**config.mk**
```make
export PLATFORM = sky130hd
export DESIGN_NAME = pipelined_gate_bus
export DESIGN_NICKNAME = d
export VERILOG_FILES = /design/src/rtl/gate_bus_pkg.sv /design/src/rtl/gate_bus_reduce.sv /design/src/rtl/pipelined_gate_bus.sv
export SDC_FILE = /design/constraint.sdc
export NUM_CORES = 1
export LEC_CHECK = 0
export BUFFER_PORTS_ARGS = -buffer_cell sky130_fd_sc_hd__buf_4
export CAP_MARGIN = 0
export CORE_UTILIZATION = 38
export DETAILED_ROUTE_END_ITERATION = 10
export GPL_ROUTABILITY_DRIVEN = 0
export GPL_TIMING_DRIVEN = 0
export SYNTH_ARGS = -nofsm -noshare
export SYNTH_HDL_FRONTEND = slang
export SYNTH_SLANG_ARGS = --single-unit
```
**constraint.sdc**
```tcl
create_clock -name clock -period 4.4 [get_ports clock]
set_clock_uncertainty 0.2 [all_clocks]
set_input_delay 0.88 -clock clock [delete_from_list [all_inputs] [get_ports clock]]
set_output_delay 0.88 -clock clock [all_outputs]
set_load 0.02 [all_outputs]
```
**src/rtl/gate_bus_pkg.sv**
```systemverilog
// Shared definitions for the pipelined gate bus: operation encodings,
// accumulator state encodings and a saturating beat-count helper.
package gate_bus_pkg;

  // Base operation encodings carried in op[1:0]; 2'b11 is a second OR code.
  localparam logic [1:0] OP_AND    = 2'b00;
  localparam logic [1:0] OP_OR     = 2'b01;
  localparam logic [1:0] OP_XOR    = 2'b10;
  localparam logic [1:0] OP_OR_ALT = 2'b11;

  // Bit position of the "invert final result" flag inside the 3-bit op.
  localparam int OP_INV = 2;

  // Accumulator FSM states.
  localparam logic [0:0] ACC_IDLE = 1'b0;
  localparam logic [0:0] ACC_OPEN = 1'b1;

  // Beat counter increment that sticks at 255 instead of wrapping.
  function automatic logic [7:0] sat_inc(input logic [7:0] v);
    return (v == 8'hFF) ? v : v + 8'd1;
  endfunction

endpackage

```
**src/rtl/gate_bus_reduce.sv**
```systemverilog
// Combinational lane reduction: invert the lanes selected by BubblesMask,
// then fold all lanes together bitwise with the selected base operation.
module gate_bus_reduce
  import gate_bus_pkg::*;
#(
  parameter int                    NrOfBits    = 8,
  parameter int                    NrOfInputs  = 4,
  parameter logic [NrOfInputs-1:0] BubblesMask = '0
) (
  input  logic [NrOfInputs*NrOfBits-1:0] data,
  input  logic [1:0]                     op,
  output logic [NrOfBits-1:0]            reduced
);

  logic [NrOfBits-1:0] w_acc;
  logic [NrOfBits-1:0] w_lane;

  // Fold lanes 1..N-1 into lane 0, applying each lane's bubble first.
  always_comb begin
    w_lane = '0;
    w_acc  = data[NrOfBits-1:0] ^ {NrOfBits{BubblesMask[0]}};
    for (int i = 1; i < NrOfInputs; i++) begin
      w_lane = data[i*NrOfBits +: NrOfBits] ^ {NrOfBits{BubblesMask[i]}};
      case (op)
        OP_AND:  w_acc = w_acc & w_lane;
        OP_XOR:  w_acc = w_acc ^ w_lane;
        default: w_acc = w_acc | w_lane;
      endcase
    end
    reduced = w_acc;
  end

endmodule

```
**src/rtl/pipelined_gate_bus.sv**
```systemverilog
// Pipelined gate bus: reduces NrOfInputs lanes per beat, optionally folds
// several beats into one packet result, and presents results through a
// 2-entry skid buffer.
//
// Handshake: a beat moves when inValid && inReady at a rising edge; a result
// moves when outValid && outReady at a rising edge. inReady is a register
// meaning "skid entry empty", so it never depends on outReady in the same
// cycle, and outData/outBeats hold while outValid && !outReady.
module pipelined_gate_bus
  import gate_bus_pkg::*;
#(
  parameter int                    NrOfBits    = 8,
  parameter int                    NrOfInputs  = 4,
  parameter logic [NrOfInputs-1:0] BubblesMask = '0
) (
  input  logic                           clock,
  input  logic                           resetN,
  input  logic                           inValid,
  output logic                           inReady,
  input  logic [NrOfInputs*NrOfBits-1:0] inData,
  input  logic [2:0]                     inOp,
  input  logic                           inAccumulate,
  input  logic                           inLast,
  output logic                           outValid,
  input  logic                           outReady,
  output logic [NrOfBits-1:0]            outData,
  output logic [7:0]                     outBeats,
  output logic [0:0]                     o_dbg_acc_state
);

  // Accumulator state
  logic [0:0]          r_acc_state;
  logic [NrOfBits-1:0] r_acc;
  logic [2:0]          r_acc_op;
  logic [7:0]          r_acc_beats;

  // Skid buffer: r_out_* is the head presented on the output port,
  // r_skid_* holds the younger result while the head is stalled.
  logic                r_out_valid;
  logic [NrOfBits-1:0] r_out_data;
  logic [7:0]          r_out_beats;
  logic                r_skid_valid;
  logic [NrOfBits-1:0] r_skid_data;
  logic [7:0]          r_skid_beats;
  logic                r_in_ready;

  logic                w_in_xfer;
  logic                w_pop;
  logic                w_acc_beat;
  logic [1:0]          w_red_op;
  logic [NrOfBits-1:0] w_reduced;
  logic [NrOfBits-1:0] w_acc_data;
  logic [7:0]          w_acc_beats;
  logic                w_acc_inv;
  logic                w_push;
  logic [NrOfBits-1:0] w_push_data;
  logic [7:0]          w_push_beats;

  assign w_in_xfer  = inValid & r_in_ready;
  assign w_pop      = r_out_valid & outReady;
  assign w_acc_beat = w_in_xfer & inAccumulate;

  // Continuing packet beats reduce with the op captured on the first beat.
  assign w_red_op = ((r_acc_state == ACC_OPEN) && inAccumulate) ? r_acc_op[1:0] : inOp[1:0];

  gate_bus_reduce #(
    .NrOfBits    (NrOfBits),
    .NrOfInputs  (NrOfInputs),
    .BubblesMask (BubblesMask)
  ) u_reduce (
    .data    (inData),
    .op      (w_red_op),
    .reduced (w_reduced)
  );

  // Next accumulator value and the result (if any) produced by this beat.
  always_comb begin
    w_acc_data   = w_reduced;
    w_acc_beats  = 8'd1;
    w_acc_inv    = inOp[OP_INV];
    w_push       = 1'b0;
    w_push_data  = w_reduced ^ {NrOfBits{inOp[OP_INV]}};
    w_push_beats = 8'd1;
    if (r_acc_state == ACC_OPEN) begin
      case (r_acc_op[1:0])
        OP_AND:  w_acc_data = r_acc & w_reduced;
        OP_XOR:  w_acc_data = r_acc ^ w_reduced;
        default: w_acc_data = r_acc | w_reduced;
      endcase
      w_acc_beats = sat_inc(r_acc_beats);
      w_acc_inv   = r_acc_op[OP_INV];
    end
    if (w_in_xfer) begin
      if (!inAccumulate) begin
        w_push = 1'b1;
      end else if (inLast) begin
        w_push       = 1'b1;
        w_push_data  = w_acc_data ^ {NrOfBits{w_acc_inv}};
        w_push_beats = w_acc_beats;
      end
    end
  end

  // Accumulator FSM: open on the first packet beat, close on inLast.
  always_ff @(posedge clock or negedge resetN) begin
    if (!resetN) begin
      r_acc_state <= ACC_IDLE;
      r_acc       <= '0;
      r_acc_op    <= '0;
      r_acc_beats <= '0;
    end else if (w_acc_beat) begin
      if (inLast) begin
        r_acc_state <= ACC_IDLE;
        r_acc       <= '0;
        r_acc_beats <= '0;
      end else begin
        r_acc_state <= ACC_OPEN;
        r_acc       <= w_acc_data;
        r_acc_beats <= w_acc_beats;
        if (r_acc_state == ACC_IDLE) begin
          r_acc_op <= inOp;
        end
      end
    end
  end

  // Skid buffer: refill the head from skid first, spill into skid on stall.
  always_ff @(posedge clock or negedge resetN) begin
    if (!resetN) begin
      r_out_valid  <= 1'b0;
      r_out_data   <= '0;
      r_out_beats  <= '0;
      r_skid_valid <= 1'b0;
      r_skid_data  <= '0;
      r_skid_beats <= '0;
      r_in_ready   <= 1'b0;
    end else if (r_skid_valid) begin
      // inReady is low here, so no push can arrive alongside.
      if (w_pop) begin
        r_out_data   <= r_skid_data;
        r_out_beats  <= r_skid_beats;
        r_skid_valid <= 1'b0;
        r_in_ready   <= 1'b1;
      end
    end else if (w_push) begin
      if (!r_out_valid || w_pop) begin
        r_out_valid <= 1'b1;
        r_out_data  <= w_push_data;
        r_out_beats <= w_push_beats;
        r_in_ready  <= 1'b1;
      end else begin
        r_skid_valid <= 1'b1;
        r_skid_data  <= w_push_data;
        r_skid_beats <= w_push_beats;
        r_in_ready   <= 1'b0;
      end
    end else begin
      if (w_pop) begin
        r_out_valid <= 1'b0;
      end
      r_in_ready <= 1'b1;
    end
  end

  assign inReady         = r_in_ready;
  assign outValid        = r_out_valid;
  assign outData         = r_out_data;
  assign outBeats        = r_out_beats;
  assign o_dbg_acc_state = r_acc_state;

endmodule

```
Yosys cells after proc, flatten, opt, wreduce, memory -nomap -nowiden. Index checks and enable logic that the tools add are counted.

Register bits after elaboration: 55. Output and inout bits: 19. Word-level logic and storage cells: 90.

Eq/ne operators: 5. Muxes and demuxes: 40. $add $sub $neg: 1. Bitwise logic cells: 21. Reductions and logical operators: 12.

Operator list (number): $mux W8 (19); $pmux W8 S2 (4); $xor A8 B8 Y8 (6); $and A8 B8 Y8 (4); $or A8 B8 Y8 (4); $mux W1 (16); $reduce_and A3 Y1 (4); $add A8 B1 Y8 const B (1); $eq A8 B8 Y1 const B (1); $reduce_bool A2 Y1 (3); $eq A2 B2 Y1 const B (2); $logic_not A2 Y1 (2); $ne A2 B1 Y1 const B (2); $not A1 Y1 (4); $and A1 B1 Y1 (3); $mux W2 (1); $logic_and A1 B1 Y1 (1); $logic_not A1 Y1 (1); $logic_or A1 B1 Y1 (1).

Logic depth before layout (Yosys ltp).
Word-level depth: 18. Mapped depth: 22. Gate-level depth less buffers: 19.

By module. A second synthesis with hierarchy kept.

Cells, all modules: 546. Area, all modules: 5041.1 µm².

Modules (own cells, without submodules): pipelined_gate_bus (times used 1, cells each 394, sequential area each 1376.3 µm², area an instance 3584.7 µm²); gate_bus_reduce (times used 1, cells each 152, sequential area each 0.0 µm², area an instance 1456.4 µm²).

Worst setup path after synthesis. Ideal clock, no wire load.

Path kind: input to register. Start: input inAccumulate. End: register r_skid_data[2]. Arrival: 4.746 ns. Path buffers: 3. Stages: 20. Path slack: -0.642 ns. Path through: and3_4 buf_6 nor2_1 buf_2 buf_2 mux2i_1 inv_1 ha_1 mux2i_1 mux2i_1 inv_1 ha_1 a21boi_0 o31a_1 inv_1 ha_1 mux2_2 o211ai_1 mux2_2 o31ai_1.

Cells in the longest elaborated chain, start to end: 15. Elaborated cells on any way between the ends: 26. Those cells by class: eq/ne: 1; mux: 11; bitwise: 11; reduce/logical: 3.

RTL lines: from (decl) (line pipelined_gate_bus.sv:22) `input logic inAccumulate,`; $logic_and A1 B1 Y1 (line pipelined_gate_bus.sv:64) `assign w_red_op = ((r_acc_state == ACC_OPEN) && inAccumulate) ? r_acc_op[1:0] : inOp[1:0];`; $mux W2 (line pipelined_gate_bus.sv:64); $eq A2 B2 Y1 / $logic_not A2 Y1 (equally long branches) (line gate_bus_reduce.sv:24) `case (op)`; $pmux W8 S2 (line gate_bus_reduce.sv:24); $or A8 B8 Y8 (tied with other cells) (line gate_bus_reduce.sv:27) `default: w_acc = w_acc | w_lane;`; $pmux W8 S2 (line gate_bus_reduce.sv:24); $or A8 B8 Y8 (tied with other cells) (line gate_bus_reduce.sv:27); $pmux W8 S2 (line gate_bus_reduce.sv:24); $or A8 B8 Y8 (tied with other cells) (line pipelined_gate_bus.sv:88) `default: w_acc_data = r_acc | w_reduced;`; $pmux W8 S2 (line pipelined_gate_bus.sv:85) `case (r_acc_op[1:0])`; $mux W8 (line pipelined_gate_bus.sv:84) `if (r_acc_state == ACC_OPEN) begin`; $xor A8 B8 Y8 (line pipelined_gate_bus.sv:98) `w_push_data = w_acc_data ^ {NrOfBits{w_acc_inv}};`; $mux W8 (line pipelined_gate_bus.sv:96) `end else if (inLast) begin`; $mux W8 (line pipelined_gate_bus.sv:94) `if (!inAccumulate) begin`; $mux W8 (line pipelined_gate_bus.sv:93) `if (w_in_xfer) begin`; to (signal assigned) (line pipelined_gate_bus.sv:153) `r_skid_data <= w_push_data;`; to (decl) (line pipelined_gate_bus.sv:43) `logic [NrOfBits-1:0] r_skid_data;`.

Several ways; a longest one is shown, not always the timed one. A chain may end at the register's enable or synchronous reset.

Worst setup path in the final report.
Start: input inAccumulate. End: register r_skid_data[5].

The elaborated chain is that of the path after synthesis.

==> summary.txt <==
Run status
  • Status: finished with violations
  • Failing checks: setup timing

Logic synthesis
  • EDFF count, synth: 0
  • Synthesized cell area: 0.00504 mm²
  • Most frequent cell after synthesis: inv_1
  • Synth top cells by count: inv_1 (73), nand2_1 (66), ha_1 (65)
  • Cell taking the most area after synthesis: dfrtp_1
  • Synth top area share: 0.273
  • Simple logic cell fraction of the synthesized area: 0.141
  • Synth cell types: between 50 and 60
  • Synth Warn #: 0
  • Ranking of synthesized cells by area: dfrtp_1 (27%), ha_1 (16%), mux2i_1 (7.4%)
  • Cells after synthesis: around 590
  • Compound-Gate Fraction of Synth Area: 0.217
  • Post-synthesis mux area share: 0.114
  • Syn Area/Cell: 8.52 µm²
  • Fraction of registers with async set/reset: 1.00
  • Sequential fraction of the synthesis area: 0.273
  • Largest family of logic cells by synthesized area: compound AO/OA/AOI/OAI gates
  • Syn_nets: between 600 and 700
  • Post-synthesis adder-cell area fraction: 0.161
  • XOR/XNOR Fraction of Synth Area: 0.00522
  • Synth Register Bits: 55
  • Post-synth top flop: dfrtp_1

Final layout
  • Layout area overhead: 36.5%
  • Fin util: 0.538
  • N_diodes: 0
  • Layout cells sized above 1: 0.296
  • Final #Nets: approximately 830

Global routing
  • Gr ovfl total: 0
  • First-pass GRT wire length: 22600 µm
  • Number of global-route vias before repair: approximately 4500
  • Pin count of the biggest net entering global routing: 56
  • Overall routing resource usage: 0.213
  • Antenna violations before repair: 0

Worst setup path
  • Cell count of the worst reg-to-reg path: 21
  • Startpoint types: input pin
  • CP cell instances: buf_12 > and3_4 > nor2_4 > buf_8 > buf_12 > buf_4 > mux2i_2 > inv_1 > ha_1 > mux2i_1 > mux2i_1 > buf_4 > ha_2 > and3_4 > o31a_1 > inv_2 > ha_4 > mux2_4 > o211ai_1 > mux2_4 > o31ai_2
  • Critical Path RT: between 4 and 5 ns
  • Crit Path Category: in -> reg
  • Crit-path max FO: 7
  • Worst EP arrival: around 4.7 ns
  • Reg2reg setup slack: -0.17 ns
  • Reg2reg start: o_dbg_acc_state$_DFFE_PN0P_
  • Critical Path End Type: flip-flop
  • R2r endpoint: r_skid_data[5]$_DFFE_PN0P_
  • Slowest stage delay, CP: 0.38 ns
  • Slowest cell on crit path: mux2_4

Min path
  • HP Start: r_skid_beats[7]$_DFFE_PN0P_
  • Hold path cells: 2
  • Hold worst-path end: r_skid_beats[7]$_DFFE_PN0P_
  • Tightest Hold Check Type: reg -> reg

STA
  • Final setup vio count: 21
  • Final Hold Vio Count: 0
  • RSZ-0062 raised after global routing: yes
  • Headroom to the max-slew limit: 0.340
  • Max Freq: around 210 MHz
  • Tmin final: 4.71 ns
  • Final worst slack: -0.313 ns
  • Hold slack: about 0.28 ns
  • Tcrit/Tclk final: 1.07
  • Slew Viols, Final: 0
  • Worst slew pin tran: just under 1 ns

Placed design
  • Post-DP HPWL: 9930 µm
  • Port Buf Inserts: 58
  • Pre-CTS WS: -1.11 ns

Drt
  • Total Wirelength: approximately 15000 µm
  • Wire length per cell: between 15 and 20 µm
  • First-pass DRT Iterations: 5
  • Total number of vias: around 5000
  • Final antenna-violating net count: 0
  • DRT iter0 DRCs: roughly 380
  • DRC: 0
  • Via density: roughly 5.5

Floorplan
  • Die width: around 120 µm
  • Num ports: 60
  • Site row count: 41
  • Core area: around 0.013 mm²
  • Starting density of the core: 0.394
  • Die ar.: roughly 0.014 mm²
  • DIE HEIGHT: 117 µm

Clock tree
  • CTS clk-pin slew, worst paths: 0.07 ns
  • Clock sinks: 55
  • Max Buffers Root-to-Sink: 2
  • Total CTS buffers: 5
  • Clk Latency, worst-skew pair: a little under 0.3 ns
  • Post-CTS Hold Buffers: 0
  • TritonCTS clock tree: yes
  • H-tree level count: 2
  • Cell chosen for the clock root: clkbuf_16

Flow run
  • Total of max-cap violations: 0

Power and ir drop
  • Worst VDD drop: ~0.25 mV
  • Leakage: around 3.4 nW
  • PwrDens: about 420 mW/mm²
kinds of logic after synthesis:
group	count (synthesis)
buf+inv	110
mux	55
flops	55
compound gates	157
simple gates	146
xor+xnor	3
fa+ha+maj	65
placed cells by master, fill, tap and decap left out, types with 11 or more instances in the layout:
master,count
o21ai_0,39
dfrtp_1,55
inv_1,71
nor3_1,11
buf_4,120
ha_1,58
nor2_1,18
mux2_4,11
o211ai_1,26
mux2i_1,26
nand2_1,65
o31a_1,11
clkbuf_1,20
stage by stage:
step                      total power [W]  instance area [µm²]  setup TNS, ns  cells
after CTS                         0.00278                 6580          -2.64    878
after global routing              0.00313                 6870          -6.95    895
after detailed placement          0.00203                 5800         -19.80    821
after global placement            0.00197                 5800         -17.43    821
after floorplan                   0.00164                 5150          -2.46    591
final                             0.00292                 6870          -3.68    895
report_power, final:
group          switching (W)  leakage, nW  internal [W]
logic               0.000879         2.61      0.000827
registers           0.000106        0.703      0.000634
clock network       0.000188       0.0875      0.000287
cell type report:
cell class	instances	area (µm²)
clock buffer	6	139
fill	1125	5900
sequential	55	1380
buffer	34	186
clock inverter	2	38.8
multi-input combinational	426	3630
inverter	73	274
tap	172	215
timing repair buffer	127	1010
what timing repair did:
item,CTS,global route
gates cloned,1,0
hold endpoints to repair,0,0
endpoints found under the setup margin,24,24
resized for setup,50,26
setup buffers,51,17
pin swaps,24,22
state kept, by name, summed over array words and instances (netlist names):
name / cells
inReady: 1
outValid: 1
r_skid_valid: 1
r_skid_data: 8
outBeats: 8
r_acc: 8
outData: 8
r_acc_beats: 8
r_skid_beats: 8
r_acc_op: 3
o_dbg_acc_state: 1
per-layer routing:
layer	vias up	routed length (µm)	GRT usage
li1	2343	-	-
met1	2388	6510	0.282
met2	166	7290	0.357
met3	27	654	0.0263
met4	0	321	0.0768
met5	-	0	0
how the worst max path moves through the flow:
| stage | cells past startpoint | endpoint | start | slack, ns |
|---|---|---|---|---|
| CTS | 20 | r_skid_data[6]$_DFFE_PN0P_ | inAccumulate | -0.20 |
| detailed placement | 22 | outData[7]$_DFFE_PN0P_ | inAccumulate | -1.11 |
| global placement | 22 | outData[7]$_DFFE_PN0P_ | inAccumulate | -1.01 |
| finish | 21 | r_skid_data[5]$_DFFE_PN0P_ | inAccumulate | -0.31 |
| global route | 22 | outData[7]$_DFFE_PN0P_ | inAccumulate | -0.43 |
| floorplan | 19 | r_skid_data[4]$_DFFE_PN0P_ | inAccumulate | -0.20 |
critical path: cells and delay by family:
family,cells,cell delay (ns)
AOI/OAI and AO/OA,3,0.80
adders and majority gates,3,0.67
buffers and inverters,7,0.81
muxes,5,1.10
and+or+nand+nor,3,0.44
(Power assumes the default switching activity.)
